[src/rtl/ps2_kbc_if.sv]
// ps2_kbc_if: RISC-V side register bus of the
// 8042-style keyboard/aux controller.
interface ps2_kbc_if;
  logic [9:0]  r_addr;
  logic [31:0] r_din;
  logic [31:0] r_dout;
  logic [3:0]  r_lane;
  logic        r_wr;
  logic        r_valid;
  logic        r_ready;

  modport master (
    output r_addr, r_din, r_lane, r_wr, r_valid,
    input  r_dout, r_ready
  );

  modport slave (
    input  r_addr, r_din, r_lane, r_wr, r_valid,
    output r_dout, r_ready
  );
endinterface

[src/rtl/ps2_kbc.sv]
// ps2_kbc: two-channel 8042-style controller; RISC-V
// pushes scancodes, the x86 reads them at 060h/064h.
module ps2_kbc #(
  parameter int DEPTH_LOG2 = 4,
  parameter int AUX_EN     = 1,
  parameter int ACK_MODE   = 0
) (
  input  logic        clk,
  input  logic        reset_n,
  ps2_kbc_if.slave    rbus,
  input  logic [11:0] port,
  input  logic [7:0]  din,
  output logic [7:0]  dout,
  input  logic        cpu_iordin,
  input  logic        cpu_iowrin,
  output logic        cpu_iordout,
  output logic        cpu_iowrout,
  output logic        irq1,
  output logic        irq12
);

  localparam int DEPTH = 1 << DEPTH_LOG2;
  localparam int CW    = DEPTH_LOG2 + 1;

  typedef logic [CW-1:0] cnt_t;
  typedef enum logic [1:0] {
    P_IDLE,
    P_KBD,
    P_AUX
  } pres_e;

  logic        iord;
  logic        iowr;
  logic        sel60;
  logic        sel61;
  logic        sel64;
  logic        acc;
  logic        r_ready_q;
  logic [31:0] r_dout_q;
  logic [31:0] rd_data;
  logic [31:0] status;
  logic [1:0]  rsel;
  logic        push_k;
  logic        push_a;
  logic        st_wr;
  logic        cmd_rd;
  logic        cmd_wr;
  logic [1:0]  push;
  logic [1:0]  pop;
  cnt_t        cnt_k;
  cnt_t        cnt_a;
  logic [7:0]  head_k;
  logic [7:0]  head_a;
  logic [7:0]  head_cur;
  logic        full_k;
  logic        full_a;
  logic        kovf;
  logic        aovf;
  logic [7:0]  cmd_byte;
  logic        cmd_via;
  logic        cmd_pend;
  logic        cmd_ovr;
  pres_e       state;
  pres_e       state_nx;
  logic        pres_valid;
  logic        cur_ch;
  logic        pop_req;
  logic        do_pop;
  logic        unused_ok;

  assign iord = cpu_iordout ^ cpu_iordin;
  assign iowr = cpu_iowrout ^ cpu_iowrin;

  // port decode settles on the falling edge
  always_ff @(negedge clk or negedge reset_n) begin
    if (!reset_n) begin
      sel60 <= 1'b0;
      sel61 <= 1'b0;
      sel64 <= 1'b0;
    end else begin
      sel60 <= (port == 12'h060);
      sel61 <= (port == 12'h061);
      sel64 <= (port == 12'h064);
    end
  end

  assign rsel   = rbus.r_addr[3:2];
  assign acc    = rbus.r_valid & ~r_ready_q;
  assign push_k = acc & rbus.r_wr & (rsel == 2'd0)
                & rbus.r_lane[0];
  assign push_a = acc & rbus.r_wr & (rsel == 2'd1)
                & rbus.r_lane[0] & (AUX_EN != 0);
  assign st_wr  = acc & rbus.r_wr & (rsel == 2'd2);
  assign cmd_rd = acc & ~rbus.r_wr & (rsel == 2'd3);
  assign cmd_wr = iowr & (sel60 | sel64);
  assign push   = {push_a, push_k};

  for (genvar c = 0; c < 2; c++) begin : g_fifo
    logic [7:0]            mem [DEPTH];
    logic [DEPTH_LOG2-1:0] wp;
    logic [DEPTH_LOG2-1:0] rp;
    cnt_t                  cnt;
    logic                  wr_en;
    logic [7:0]            hd;

    assign wr_en = push[c] & (cnt != cnt_t'(DEPTH));
    assign hd    = mem[rp];

    always_ff @(posedge clk or negedge reset_n) begin
      if (!reset_n) begin
        wp  <= '0;
        rp  <= '0;
        cnt <= '0;
      end else begin
        if (wr_en) wp <= wp + 1'b1;
        if (pop[c]) rp <= rp + 1'b1;
        if (wr_en && !pop[c]) cnt <= cnt + 1'b1;
        else if (!wr_en && pop[c]) cnt <= cnt - 1'b1;
      end
    end

    always_ff @(posedge clk) begin
      if (wr_en) mem[wp] <= rbus.r_din[7:0];
    end
  end

  assign cnt_k  = g_fifo[0].cnt;
  assign cnt_a  = g_fifo[1].cnt;
  assign head_k = g_fifo[0].hd;
  assign head_a = g_fifo[1].hd;
  assign full_k = (cnt_k == cnt_t'(DEPTH));
  assign full_a = (cnt_a == cnt_t'(DEPTH));

  assign pres_valid = (state != P_IDLE);
  assign cur_ch     = (state == P_AUX);
  assign head_cur   = cur_ch ? head_a : head_k;
  assign pop_req    = (ACK_MODE != 0) ? (iord & sel60)
                                      : (iowr & sel61);
  assign do_pop     = pop_req & pres_valid;
  assign pop        = {do_pop & cur_ch, do_pop & ~cur_ch};

  always_ff @(posedge clk or negedge reset_n) begin
    if (!reset_n) state <= P_IDLE;
    else          state <= state_nx;
  end

  // keyboard wins when both channels hold data
  always_comb begin
    state_nx = state;
    unique case (state)
      P_IDLE: begin
        if (cnt_k != '0)      state_nx = P_KBD;
        else if (cnt_a != '0) state_nx = P_AUX;
      end
      default: begin
        if (do_pop) state_nx = P_IDLE;
      end
    endcase
  end

  always_ff @(posedge clk or negedge reset_n) begin
    if (!reset_n) begin
      kovf <= 1'b0;
      aovf <= 1'b0;
    end else begin
      if (st_wr && rbus.r_din[16]) kovf <= 1'b0;
      if (st_wr && rbus.r_din[17]) aovf <= 1'b0;
      if (push_k && full_k) kovf <= 1'b1;
      if (push_a && full_a) aovf <= 1'b1;
    end
  end

  // a CPU write racing a RISC-V read keeps pending set
  always_ff @(posedge clk or negedge reset_n) begin
    if (!reset_n) begin
      cmd_byte <= '0;
      cmd_via  <= 1'b0;
      cmd_pend <= 1'b0;
      cmd_ovr  <= 1'b0;
    end else begin
      if (st_wr && rbus.r_din[25]) cmd_ovr <= 1'b0;
      if (cmd_wr) begin
        cmd_byte <= din;
        cmd_via  <= sel64;
        cmd_pend <= 1'b1;
        if (cmd_pend && !cmd_rd) cmd_ovr <= 1'b1;
      end else if (cmd_rd) begin
        cmd_pend <= 1'b0;
      end
    end
  end

  always_comb begin
    status                 = '0;
    status[DEPTH_LOG2:0]   = cnt_k;
    status[8 +: CW]        = cnt_a;
    status[16]             = kovf;
    status[17]             = aovf;
    status[24]             = cmd_pend;
    status[25]             = cmd_ovr;
  end

  always_comb begin
    rd_data = '0;
    if (!rbus.r_wr) begin
      case (rsel)
        2'd2:    rd_data = status;
        2'd3:    rd_data = {cmd_pend, 22'd0,
                            cmd_via, cmd_byte};
        default: rd_data = '0;
      endcase
    end
  end

  always_ff @(posedge clk or negedge reset_n) begin
    if (!reset_n) begin
      cpu_iordout <= 1'b0;
      cpu_iowrout <= 1'b0;
      r_ready_q   <= 1'b0;
      r_dout_q    <= '0;
      dout        <= '0;
      irq1        <= 1'b0;
      irq12       <= 1'b0;
    end else begin
      cpu_iordout <= cpu_iordin;
      cpu_iowrout <= cpu_iowrin;
      r_ready_q   <= acc;
      if (acc) r_dout_q <= rd_data;
      if (iord && sel64)
        dout <= {2'b00, pres_valid & cur_ch, 3'b000,
                 cmd_pend, pres_valid};
      else if (pres_valid)
        dout <= head_cur;
      irq1  <= pres_valid & ~cur_ch;
      irq12 <= (AUX_EN != 0) & pres_valid & cur_ch;
    end
  end

  assign rbus.r_ready = r_ready_q;
  assign rbus.r_dout  = r_dout_q;

  assign unused_ok = ^{rbus.r_addr[9:4], rbus.r_addr[1:0],
                       rbus.r_din[31:26], rbus.r_din[24:18],
                       rbus.r_din[15:8], rbus.r_lane[3:1]};

endmodule

[src/flat_wrapper.sv]
// flat-port wrapper written by rule: the top's interface ports become plain ports
module ps2_kbc_flat 
#(
  parameter int DEPTH_LOG2 = 4,
  parameter int AUX_EN     = 1,
  parameter int ACK_MODE   = 0
)
  (clk, reset_n, port, din, dout, cpu_iordin, cpu_iowrin, cpu_iordout, cpu_iowrout, irq1, irq12, rbus_r_addr, rbus_r_din, rbus_r_lane, rbus_r_wr, rbus_r_valid, rbus_r_dout, rbus_r_ready);
  ps2_kbc_if rbus_i ();
  input  logic clk;
  input  logic reset_n;
  input  logic [11:0] port;
  input  logic [7:0] din;
  output logic [7:0] dout;
  input  logic cpu_iordin;
  input  logic cpu_iowrin;
  output logic cpu_iordout;
  output logic cpu_iowrout;
  output logic irq1;
  output logic irq12;
  input wire logic [$bits(rbus_i.r_addr)-1:0] rbus_r_addr;
  input wire logic [$bits(rbus_i.r_din)-1:0] rbus_r_din;
  input wire logic [$bits(rbus_i.r_lane)-1:0] rbus_r_lane;
  input wire logic [$bits(rbus_i.r_wr)-1:0] rbus_r_wr;
  input wire logic [$bits(rbus_i.r_valid)-1:0] rbus_r_valid;
  output wire logic [$bits(rbus_i.r_dout)-1:0] rbus_r_dout;
  output wire logic [$bits(rbus_i.r_ready)-1:0] rbus_r_ready;
  assign rbus_i.r_addr = rbus_r_addr;
  assign rbus_i.r_din = rbus_r_din;
  assign rbus_i.r_lane = rbus_r_lane;
  assign rbus_i.r_wr = rbus_r_wr;
  assign rbus_i.r_valid = rbus_r_valid;
  assign rbus_r_dout = rbus_i.r_dout;
  assign rbus_r_ready = rbus_i.r_ready;
  ps2_kbc #(.DEPTH_LOG2(DEPTH_LOG2), .AUX_EN(AUX_EN), .ACK_MODE(ACK_MODE)) u_core (.clk(clk), .reset_n(reset_n), .rbus(rbus_i), .port(port), .din(din), .dout(dout), .cpu_iordin(cpu_iordin), .cpu_iowrin(cpu_iowrin), .cpu_iordout(cpu_iordout), .cpu_iowrout(cpu_iowrout), .irq1(irq1), .irq12(irq12));
endmodule
[config.mk]
export PLATFORM = sky130hd
export DESIGN_NAME = ps2_kbc_flat
export DESIGN_NICKNAME = d
export VERILOG_FILES = /design/src/rtl/ps2_kbc_if.sv /design/src/rtl/ps2_kbc.sv /design/src/flat_wrapper.sv
export SDC_FILE = /design/constraint.sdc
export NUM_CORES = 1
export LEC_CHECK = 0
export ABC_AREA = 1
export BUFFER_PORTS_ARGS = -buffer_cell sky130_fd_sc_hd__buf_2
export CAP_MARGIN = 20
export CORE_MARGIN = 4
export CORE_UTILIZATION = 59
export DETAILED_ROUTE_END_ITERATION = 6
export PLACE_DENSITY = 0.79
export SLEW_MARGIN = 20
export SYNTH_ARGS = -nofsm -noshare
export SYNTH_HDL_FRONTEND = slang
export SYNTH_SLANG_ARGS = --single-unit
[constraint.sdc]
create_clock -name clk -period 4.45 [get_ports clk]
set_input_delay 0.6675 -clock clk [delete_from_list [all_inputs] [get_ports clk]]
set_output_delay 0.6675 -clock clk [all_outputs]
set_load 0.03 [all_outputs]
## Word level (Yosys, flattened, before mapping)

Memories as Yosys holds them, arrays and structs flattened.
Cells that the tools add are included.

| word-level totals | value |
|---|---|
| bits in writable memories | 256 |
| bits of input ports | 72 |
| ROM bits | 0 |
| bits in latches | 0 |
| output and inout bits | 45 |
| memories kept | 2 |
| register bits after elaboration | 89 |

Memories:

| memory | words | width | read ports | clocked after memory_dff | write ports | RTL line | text |
|---|---|---|---|---|---|---|---|
| u_core.g_fifo[0].mem | 16 | 8 | 1 | 0 | 1 | ps2_kbc.sv:99 | `logic [7:0] mem [DEPTH];` |
| u_core.g_fifo[1].mem | 16 | 8 | 1 | 0 | 1 | ps2_kbc.sv:99 |  |

| operators by class | value |
|---|---|
| add/sub/neg operators | 8 |
| equality and inequality tests | 12 |
| mux-type cells | 26 |
| bitwise logic cells | 24 |
| magnitude comparators | 0 |
| divide/modulo/power cells | 0 |
| reduce and logical (&&, ||, !) cells | 29 |
| multipliers | 0 |
| shift operators | 0 |

Operators with widths:

| cell | count |
|---|---|
| 32-bit case mux with 2 select lines | 1 |
| 12-bit by 7-bit == test with 1-bit output (second input constant) | 3 |
| 32-bit two-way mux | 1 |
| 8-bit two-way mux | 3 |
| 5-bit two-way mux | 4 |
| 1-bit bitwise AND | 18 |
| 4-bit by 1-bit adder with 4-bit output (second input constant) | 4 |
| 2-bit nonzero test | 8 |
| 1-bit two-way mux | 13 |
| 1-bit logical AND | 11 |
| 5-bit by 1-bit adder with 5-bit output (second input constant) | 2 |
| 5-bit == test (second input constant) | 2 |
| 5-bit inequality test (second input constant) | 2 |
| 5-bit nonzero test | 2 |
| 5-bit by 1-bit subtractor with 5-bit output (second input constant) | 2 |
| 2-bit two-way mux | 4 |
| 2-bit == test (second input constant) | 3 |
| 1-bit logical NOT | 5 |
| 2-bit logical NOT | 2 |
| 3-bit by 1-bit inequality test with 1-bit output (second input constant) | 1 |
| 1-bit NOT | 3 |
| 2-bit by 1-bit == test with 1-bit output (second input constant) | 1 |
| 2-bit AND reduction | 1 |
| 1-bit bitwise XOR | 2 |
| 1-bit bitwise OR | 1 |

## Depth between registers and ports, before layout

| depth | value |
|---|---|
| word-level depth | 10 |
| mapped depth | 16 |

==> results.md <==
* Xor/xnor cell area share of the yosys netlist at 1.06%
* Layout Skew at 0.0133 ns
* Synth Register Bits at between 300 and 400
* R2R Setup Slk at 0.15 ns
* Initial antenna violation count at 0
* Yosys Warn Count at 0
* Compound-gate portion of the synthesized area at about 6.9%
* Post-Syn Area at roughly 14000 sq um
* Post-synthesis cell type count at 39
* Leak at between 6 and 7 nW
* Most common cell after layout, fill and taps aside: edfxtp_1
* Drt first pass iters at 6
* H-tree depth at 1
* Top-area cell type share of the netlist area at 54.8%
* Final hold vios at 0
* WHS at 0.0335 ns
* Slew HR at 38.8%
* Final WL at 31300 um
* Largest net degree at the start of global routing at 80
* Initial drt markers at 943
* Worst-path clk slew at 0.06 ns
* I/O Buffers at 70
* Io pins at 117
* FILL cells at between 1.5k and 2k
* CP max stage delay at 0.42 ns
* TNS Setup at 0 ns
* Residual DRC at 0
* Post-synthesis mux area share at 0%
* Vias per Instance at 5.71
* Post-layout util at 66.4%
* Crit Reg-Reg Endpoint: u_core.cnt_k[4]
* Crit path cell chain: nand2_2 > nor2_4 > inv_1 > ha_1 > inv_2 > ha_1 > a21o_1 > a21oi_1 > nor2_1 > nor2_1 > xor2_1
* Rows at 56
* CP max FO at 4
* Crit path buf inv count at 2
* Critical path's slowest cell: dfrtn_1
* Actual slew at the worst max-slew pin at 0.917 ns
* Placer Congestion at between 0.8 and 0.9
* Main combinational cell family by area after synthesis: simple AND/OR/NAND/NOR gates
* Startpoint types: flip-flop
* Sink Count at 331
* Worst VDD drop at 0.000360 V
* Cell taking the most area after synthesis: edfxtp_1
* GRT Total Usage at 23.9%
* CP Data Required Time at between 4 and 5 ns
* Max capacitance violation total at 0
* DIE WIDTH at 162 um
* Status: finished clean
* Crit end category: flip-flop
* Antenna Nets Post-Route at 0
* Detailed-placement wirelength estimate at between 15000 and 20000 um
* CP Class: flip-flop to flip-flop
* Min-delay worst type: input port to async pin
* Share of post-route cells with drive strength above 1 at 11.3%
* Core area at ~23000 sq um
* N_diodes at 0
* Nets@finish at 1409
* Worst Reg-to-Reg Cells at 11
* Post-Syn Instances at 1259
* Reg2reg start: u_core.sel61
* Synth Area in Simple Gates at between 10% and 20%
* Largest cells by area after synthesis: edfxtp_1, dfrtp_1, nand2_1
* Dpl cell area at roughly 15000 sq um
* Layout area overhead at 10.9%
* Sequential area share after synthesis at 68.2%
* Final setup violation count at 0
* Cell Pwr Density at around 430 nW/um^2
* Vias in the first global route at 9069
* Critical Path AT at 4.76 ns
* Synth Area in Adders at between 1.5 and 2%
* Via count of the routed design at 9481
* DR WL/cell at 18.9 um
* Die Y at 162 um
* GRT overflow at 0
* Num CTS Buffers at 31
* Full die area at 26300 sq um
* Family with the most delay on the worst path: adder cells
* First-pass GRT wire length at 49400 um
* Clk_lat worst skew at 0.55 ns
* Starting Density at 59.9%
* Final Slew Violations at 0
* Cell area after layout at between 15000 and 20000 sq um
* CTS tree: built
* Clk buf depth at 3
* Most frequent cells in the layout: edfxtp_1, nand2_1, nor2_1, nand3_1, o21ai_0
* CTS root buf: clkbuf_16
* Mapped Avg Cell Area at 11.1 sq um
* Cell count along the critical path at 11
worst max path at each step:
stage / start / end / slack (ns)
after floorplan: u_core.sel61 / u_core.cnt_k[4] / 0.17
final: u_core.sel61 / u_core.cnt_k[4] / 0.15
after global routing: u_core.sel61 / u_core.cnt_k[4] / -0.006
after CTS: u_core.sel61 / u_core.cnt_k[4] / 0.06
after global placement: u_core.sel61 / u_core.cnt_k[4] / 0.11
after detailed placement: u_core.sel61 / u_core.cnt_k[4] / 0.03
layer usage:
| layer | part of all wire, % | global-route usage [%] |
|---|---|---|
| met1 | 41 | 34.3 |
| met5 | 0 | 0 |
| met3 | 8.9 | 4.11 |
| met2 | 47 | 38.5 |
| met4 | 2.6 | 6.81 |
metrics by stage:
stage / worst slack, ns / power, mW / cells
finish: 0.153 / 6.74 / 1660
global route: -0.00634 / 6.99 / 1660
CTS: 0.0555 / 6.76 / 1660
detailed placement: 0.0250 / 4.19 / 1603
global placement: 0.112 / 4.15 / 1603
floorplan: 0.165 / 3.99 / 1272
synth_stat cells, drive strengths merged:
master,n
nand4,1
nand2,223
a21oi,20
and3,1
a32oi,5
nand3,122
fa,2
edfxtp,256
or2,4
dfrtn,3
clkinv,2
a31oi,1
nor4,4
nand3b,3
xor2,14
nor3,1
dfrtp,72
a21o,3
ha,18
conb,1
a21boi,1
buf,52
xnor2,3
nor2,209
clkbuf,14
inv,85
a32o,8
o21ai,111
o211ai,20
report_power, final:
part	total, mW	internal [mW]	switching, mW	leakage, nW
Sequential	3.58	3.44	0.133	3.20
Combinational	0.559	0.188	0.371	2.41
Clock	2.60	1.51	1.09	0.481
registers in the layout, indices dropped and copies added (netlist names):
signal / count
u_core.sel60: 1
u_core.cmd_via: 1
u_core.cnt_a: 5
u_core.dout: 8
u_core.g_fifo.wp: 8
u_core.cmd_byte: 8
u_core.rbus.r_ready: 1
u_core.sel61: 1
u_core.rbus.r_dout: 18
u_core.sel64: 1
u_core.kovf: 1
u_core.g_fifo.rp: 8
u_core.irq12: 1
u_core.irq1: 1
u_core.aovf: 1
u_core.state: 2
u_core.g_fifo.mem: 256
u_core.cmd_pend: 1
u_core.cmd_ovr: 1
u_core.cnt_k: 5
u_core.cpu_iowrout: 1
u_core.cpu_iordout: 1
area by class of cell:
class                           count  area (sq um)  area share (%)
Inverter                           87           327            2.10
Sequential cell                   331          9570            61.6
Clock inverter                     18           200            1.29
Clock buffer                       39           806            5.18
Timing Repair Buffer               78           413            2.66
Multi-Input combinational cell    788          3830            24.6
Tap cell                          319           399            2.57
kinds of logic after synthesis:
kind of cell,Yosys count
and+or+nand+nor,568
xor gates and xnor gates,17
other,1
DFF,331
adders and majority gates,20
AOI/OAI and AO/OA,169
buffers and inverters,153
timing repair:
action | CTS | global route
endpoints found under the hold margin | 0 | 0
setup endpoints to repair | 1 | 3
buffers inserted | 0 | 0
hold buffers | 0 | 0
resized for setup | 1 | 7
pin swaps | 0 | 0
(Power assumes the default switching activity.)
